File: config.mk
export PLATFORM = sky130hd
export DESIGN_NAME = led_fader
export DESIGN_NICKNAME = d
export VERILOG_FILES = /design/src/rtl/led_fader_pkg.sv /design/src/rtl/led_fader_ch.sv /design/src/rtl/led_fader.sv
export SDC_FILE = /design/constraint.sdc
export NUM_CORES = 1
export LEC_CHECK = 0
export ABC_AREA = 1
export CAP_MARGIN = 25
export CELL_PAD_IN_SITES_DETAIL_PLACEMENT = 1
export CELL_PAD_IN_SITES_GLOBAL_PLACEMENT = 1
export CORE_UTILIZATION = 47
export CTS_CLUSTER_DIAMETER = 40
export DETAILED_ROUTE_END_ITERATION = 6
export GPL_TIMING_DRIVEN = 0
export PLACE_DENSITY = 0.84
export SYNTH_ARGS = -nofsm -noshare
export SYNTH_HDL_FRONTEND = slang
export SYNTH_SLANG_ARGS = --single-unit
export TNS_END_PERCENT = 100
File: constraint.sdc
create_clock -name clk -period 2.1 [get_ports clk]
set_input_delay 0.315 -clock clk [delete_from_list [all_inputs] [get_ports clk]]
set_output_delay 0.315 -clock clk [all_outputs]
set_load 0.05 [all_outputs]
File: src/rtl/led_fader_pkg.sv
// LED fader shared definitions.
// Channel count, default PWM width and channel state encoding.
package led_fader_pkg;

    localparam int PWM_BITS_DEF = 8;
    localparam int NUM_CH       = 8;

    typedef enum logic [1:0] {
        IDLE_OFF,
        RISING,
        IDLE_ON,
        FALLING
    } ch_state_t;

endpackage

File: src/rtl/led_fader_ch.sv
// One fader channel: saturating level ramp and PWM compare.
// The output register also carries the bypass path.
module led_fader_ch
    import led_fader_pkg::*;
#(
    parameter int PWM_BITS  = PWM_BITS_DEF,
    parameter int RAMP_STEP = 4
) (
    input  logic                clk_i,
    input  logic                rst_ni,
    input  logic                tick_i,
    input  logic                tgt_i,
    input  logic                fade_i,
    input  logic [PWM_BITS-1:0] pwm_cnt_i,
    output logic                led_o
);

    localparam logic [PWM_BITS-1:0] MAX  = '1;
    localparam logic [PWM_BITS:0]   STEP = (PWM_BITS+1)'(RAMP_STEP);

    logic [PWM_BITS-1:0] level_q, level_d;
    logic [PWM_BITS:0]   up, dn;
    logic                led_q, led_d;
    ch_state_t           state;

    // One extra bit catches overflow on the way up and borrow on the way down.
    assign up = {1'b0, level_q} + STEP;
    assign dn = {1'b0, level_q} - STEP;

    // Direction follows the current target, so a reversal starts from the present level.
    always_comb begin
        if (tgt_i) begin
            state = (level_q == MAX) ? IDLE_ON : RISING;
        end else begin
            state = (level_q == '0) ? IDLE_OFF : FALLING;
        end
    end

    // Next level: move one step per ramp tick, clamped at both ends.
    always_comb begin
        level_d = level_q;
        if (tick_i) begin
            unique case (state)
                RISING:   level_d = up[PWM_BITS] ? MAX : up[PWM_BITS-1:0];
                FALLING:  level_d = dn[PWM_BITS] ? '0 : dn[PWM_BITS-1:0];
                IDLE_ON:  level_d = level_q;
                IDLE_OFF: level_d = level_q;
            endcase
        end
    end

    // LED drive: bypass, fully on/off at the ends, else PWM compare.
    always_comb begin
        led_d = 1'b0;
        if (!fade_i) begin
            led_d = tgt_i;
        end else if (level_q == MAX) begin
            led_d = 1'b1;
        end else if (level_q != '0) begin
            led_d = (pwm_cnt_i < level_q);
        end
    end

    // Level and output registers.
    always_ff @(posedge clk_i or negedge rst_ni) begin
        if (!rst_ni) begin
            level_q <= '0;
            led_q   <= 1'b0;
        end else begin
            level_q <= level_d;
            led_q   <= led_d;
        end
    end

    assign led_o = led_q;

endmodule

File: src/rtl/led_fader.sv
// Eight-channel LED fader with shared PWM counter and ramp prescaler.
// Inputs are registered on entry; each channel registers its own output.
module led_fader
    import led_fader_pkg::*;
#(
    parameter int PWM_BITS  = PWM_BITS_DEF,
    parameter int RAMP_DIV  = 50000,
    parameter int RAMP_STEP = 4
) (
    input  logic              clk,
    input  logic              rst,
    input  logic [NUM_CH-1:0] pattern_in,
    input  logic              fade_en,
    output logic [NUM_CH-1:0] prled
);

    localparam int PW = (RAMP_DIV > 1) ? $clog2(RAMP_DIV) : 1;
    localparam logic [PW-1:0] PRE_LAST = PW'(RAMP_DIV - 1);

    logic [NUM_CH-1:0]   pat_q;
    logic                fade_q;
    logic [PWM_BITS-1:0] pwm_cnt_q;
    logic [PW-1:0]       pre_q, pre_d;
    logic                tick;

    // Prescaler wraps after RAMP_DIV cycles; a single-cycle divider ticks always.
    assign tick  = (pre_q == PRE_LAST);
    assign pre_d = tick ? '0 : pre_q + PW'(1);

    // Input capture.
    always_ff @(posedge clk or negedge rst) begin
        if (!rst) begin
            pat_q  <= '0;
            fade_q <= 1'b0;
        end else begin
            pat_q  <= pattern_in;
            fade_q <= fade_en;
        end
    end

    // Free-running PWM counter and ramp prescaler.
    always_ff @(posedge clk or negedge rst) begin
        if (!rst) begin
            pwm_cnt_q <= '0;
            pre_q     <= '0;
        end else begin
            pwm_cnt_q <= pwm_cnt_q + PWM_BITS'(1);
            pre_q     <= pre_d;
        end
    end

    for (genvar i = 0; i < NUM_CH; i++) begin : g_ch
        led_fader_ch #(
            .PWM_BITS  (PWM_BITS),
            .RAMP_STEP (RAMP_STEP)
        ) u_ch (
            .clk_i     (clk),
            .rst_ni    (rst),
            .tick_i    (tick),
            .tgt_i     (pat_q[i]),
            .fade_i    (fade_q),
            .pwm_cnt_i (pwm_cnt_q),
            .led_o     (prled[i])
        );
    end

endmodule
Word-level counts from Yosys, hierarchy flattened
Cells that the tools add are included.

Word-level logic and storage cells: 200. Flip-flop bits (word level): 105. Bits of input ports: 11. Output and inout bits: 8.

Add/sub/neg operators: 18. Reduce and logical (&&, ||, !) cells: 40. Bitwise gates (word level): 8. Multiplexer cells: 73. $lt $le $gt $ge: 8. Equal/unequal tests: 33.

Operators with widths (count): $mux W8 (16); $pmux W8 S2 (8); $add A8 B3 Y9 const B (8); $sub A8 B3 Y9 const B (8); $eq A8 B8 Y1 const B (8); $logic_not A8 Y1 (8); $lt A8 B8 Y1 (8); $reduce_bool A8 Y1 (8); $mux W2 (24); $eq A2 B2 Y1 const B (16); $mux W1 (24); $add A16 B1 Y16 const B (1); $eq A16 B16 Y1 const B (1); $eq A2 B1 Y1 const B (8); $logic_not A2 Y1 (8); $mux W16 (1); $reduce_and A2 Y1 (8); $reduce_or A2 Y1 (8); $add A8 B1 Y8 const B (1); $not A1 Y1 (8).

Longest topological paths before layout
Word-level depth: 7. Depth in mapped cells: 11. Depth with buffers taken out: 11.

Cells and area by module
From an unflattened synthesis, not the netlist that was laid out.

Cells, all modules: 1270. Area, all modules: 8777.2 µm².

Modules (own cells, without submodules): led_fader_ch (sequential area each 200.2 µm², area each 915.9 µm², cells each 139, instances 8); led_fader (sequential area each 825.8 µm², area each 1450.1 µm², cells each 158, instances 1).

Worst setup path before layout
Ideal clock, no wire load.

Kind: reg-to-reg. Start: reg pre_q[0]. End: reg g_ch[0].u_ch.level_q[3]. Arrival time: 1.347 ns. Clock period less this slack: 1.464 ns. Buffers on the path: 1. Data required time: 1.984 ns. Cell stages (with the launch flop): 10. Setup time: 0.116 ns. Setup slack: 0.636 ns. Path through: dfrtp_1 -> ha_1 -> nand3_2 -> nor2_2 -> nand2_2 -> inv_2 -> buf_8 -> nand3_2 -> nand2_1 -> nand2_1.

Longest elaborated chain between the ends: 2.

Ends and longest elaborated chain: start, declared (line led_fader.sv:23) `logic [PW-1:0] pre_q, pre_d;`; start signal, assigned (line led_fader.sv:48) `pre_q <= pre_d;`; $eq A16 B16 Y1 (line led_fader.sv:27) `assign tick = (pre_q == PRE_LAST);`; $reduce_and A2 Y1 (no line); end signal, assigned (line led_fader_ch.sv:70) `level_q <= level_d;`; end, declared (line led_fader_ch.sv:21) `logic [PWM_BITS-1:0] level_q, level_d;`.

Every way passes these cells. A chain may end at the register's enable or synchronous reset.

Final worst setup path
Start: reg g_ch[1].u_ch.led_q. End: out prled[1].

RTL lines: start, declared (line led_fader_ch.sv:23) `logic led_q, led_d;`; start signal, assigned (line led_fader_ch.sv:71) `led_q <= led_d;`; end, declared (line led_fader.sv:14) `output logic [NUM_CH-1:0] prled`.

No word-level cell between the ends.

==> reports/qor.csv <==
metric;value;unit
pin count of the biggest net entering global routing;62;
commonest non-fill, non-tap cell in the layout;nand2_1;
CP required;1.78;ns
diode count;0;
worst-case reg-to-reg path depth;10;
P&R area growth vs syn;9.59;%
slowest CP cell;clkdlybuf4s50_1;
power per cell area;425;nW/um^2
Setup Viol. Count Final;0;
initial antenna violation count;0;
grt ovf;0;
LEAKAGE;0.00469;uW
WS Path Type;flip-flop to output port;
CTS Buf Count;9;
CP Capture Type;output port;
share of cells above drive strength 1;10.2;%
skew final;0.00680;ns
Tmin final;1.90;ns
1st-iter DRT viols;313;
Worst-Skew Late Latency;0.35;ns
RSZ-0062 raised after global routing;no;
critical path's top delay family;buffers and inverters;
Root Buffer;clkbuf_16;
Hold/Removal Path Class;primary input to flip-flop;
Mapped Area;8110;um^2
most frequent cells in the layout;398 x nand2_1, 118 x inv_1, 97 x dfrtp_1;
Starting Density;48.6;%
Pwr Total;3780;uW
crit-path cells;buf_4 -> clkdlybuf4s50_1;
RePlAce Congestion;0.829;
outcome;finished, final reports clean;
# rows;47;
deepest clock path buffer count;2;
Vias;7722;
PostCTS Resize Cnt;0;
flops & latches, synth;97;
top-level I/O count;19;
global-route wire length before repair;38400;um
R2R Path End;g_ch[5].u_ch.level_q[2];
Worst slew margin;51.7;%
nets;1294;
post-route ant nets;0;
# fillers;2257;
clock sink count;97;
register area share after synthesis;29.9;%
syn_nets;1263;
R2R setup slack;0.22;ns
die width;133;um
CTS H-tree depth;3;
Ys Warns;0;
Avg Synthesized Cell Area;6.93;um^2
drc violations;0;
max_cap viols;0;
Fin Hold WS;0.393;ns
Worst-path clk slew;0.07;ns
die height;133;um
crit path launch;g_ch[1].u_ch.led_o;
Detailed Place HPWL;16700;um
Detailed Routing Iterations Pass 1;5;
Global Route Usage Sum;26.8;%
Final Cycle Share;90.3;%
worst slew pin tran;0.724;ns
die area;17800;um^2
RR Startpoint;g_ch[5].u_ch.level_q[2];
core area;16700;um^2
Mapped Cells;1170;
Peak VDD IR;0.000493;V
vias in the first global route;7898;
worst hold stages;1;
Port Buf Inserts;18;
Max Clk Rate;0.527;GHz
CTS tree;yes;
CP Launch Type;flip-flop;
Worst Path Arrival;1.58;ns
crit path capture;prled[1];
max-slew violation count;0;
Unique masters post-synth;36;
via-per-instance ratio;5.42;
routed len/inst;15.6;um
Post-CTS Setup Inserts;0;
Critical Path Stages;2;
slowest stage delay, CP;0.79;ns
Hold Vio Cnt, Final;0;
final WL;22300;um
Buf/Inv on CP;2;
Crit Path Max Fanout;1;
-- area by class of cell --
class / instances / area, um^2 / share of cell area, %
clock buffer: 10 / 229 / 2.58
timing repair buffer: 20 / 215 / 2.42
inverter: 138 / 518 / 5.83
sequential: 97 / 2430 / 27.3
buffer: 25 / 169 / 1.90
tap: 220 / 275 / 3.10
clock inverter: 6 / 58.8 / 0.661
multi-input combinational: 910 / 5000 / 56.2
-- where the power goes --
group          leakage [uW]  internal [uW]  total, uW  switching, uW
registers           0.00129           1890       1900           13.9
clock network      0.000146            920       1700            776
logic               0.00325           63.8        181            117
-- through the flow --
| stage | instance area [um^2] | instances | TNS, ns | util (%) | worst slack [ns] |
|---|---|---|---|---|---|
| after CTS | 8890 | 1426 | 0 | 53.2 | 0.180 |
| after global placement | 8570 | 1408 | -311.12 | 51.3 | -3.21 |
| final | 8890 | 1426 | 0 | 53.2 | 0.204 |
| after global routing | 8890 | 1426 | 0 | 53.2 | 0.0530 |
| after floorplan | 8110 | 1170 | 0 | - | 0.636 |
| after detailed placement | 8590 | 1409 | 0 | 51.5 | 0.249 |
-- flip-flops by register name (all words and copies together) (netlist names) --
name	cells
pat_q	8
pre_q	16
g_ch.u_ch.level_q	56
g_ch.u_ch.led_o	8
pwm_cnt_q	8
fade_q	1
-- routing by layer --
metal	share of wire, %	vias up	global-route usage [%]
met4	1.9	0	7.39
met1	46	3780	33.6
met3	3.1	33	4.83
met2	49	94	47.2
li1	-	3815	-
met5	0	-	0
-- repair_timing --
action,CTS,global route
setup endpoints to repair,0,0
endpoints found under the hold margin,36,0
hold buffers,1,0
-- how the worst min path moves through the flow --
| stage | start | endpoint | slack (ns) |
|---|---|---|---|
| 2_1_floorplan | rst | fade_q | 0.02 |
| 3_3_place_gp | pre_q[0] | pre_q[0] | 0.46 |
| 3_5_place_dp | rst | g_ch[4].u_ch.level_q[4] | 0.32 |
| 4_1_cts | fade_en | fade_q | 0.38 |
| 5_1_grt | fade_en | fade_q | 0.39 |
| 6_report | pattern_in[6] | pat_q[6] | 0.39 |
-- cell families (layout without fill, tap and decap cells) --
kind of cell               after synthesis  count (layout)  synth area share, %
buffers and inverters                  163             199                 8.47
adders and majority gates               82              82                 12.6
xor gates and xnor gates                37              37                 3.99
AOI/OAI and AO/OA                      130             130                 8.36
and+or+nand+nor                        661             661                 36.6
DFF                                     97              97                 29.9
-- cells in the mapped netlist --
library cell | instances | area share, %
nand2_1 | 398 | 18
inv_1 | 118 | 5.5
dfrtp_1 | 97 | 30
nand3_1 | 87 | 5.4
ha_1 | 82 | 13
nor2_1 | 79 | 3.7
o21ai_0 | 54 | 3.3
a21oi_1 | 43 | 2.7
xor2_1 | 34 | 3.7
nand4_1 | 23 | 1.8
o21ai_1 | 23 | 1.4
nor2_2 | 20 | 1.5
inv_2 | 18 | 0.83
buf_2 | 12 | 0.74
nand3_2 | 11 | 1.4
buf_4 | 9 | 0.83
nand2_2 | 9 | 0.69
nor3_1 | 7 | 0.43
o21a_1 | 6 | 0.56
or2_2 | 6 | 0.46
nor2_4 | 5 | 0.69
or2_1 | 4 | 0.31
nand4_2 | 3 | 0.46
o21ai_2 | 3 | 0.32
xnor2_1 | 3 | 0.32
buf_6 | 2 | 0.28
clkinv_1 | 2 | 0.093
nand3_4 | 2 | 0.43
nor3_2 | 2 | 0.25
nor3b_1 | 2 | 0.19
a31oi_1 | 1 | 0.077
buf_8 | 1 | 0.19
clkbuf_1 | 1 | 0.046
nand2_4 | 1 | 0.14
nand3b_4 | 1 | 0.25
nor3_4 | 1 | 0.20
Power figures use the tool's default switching activity.
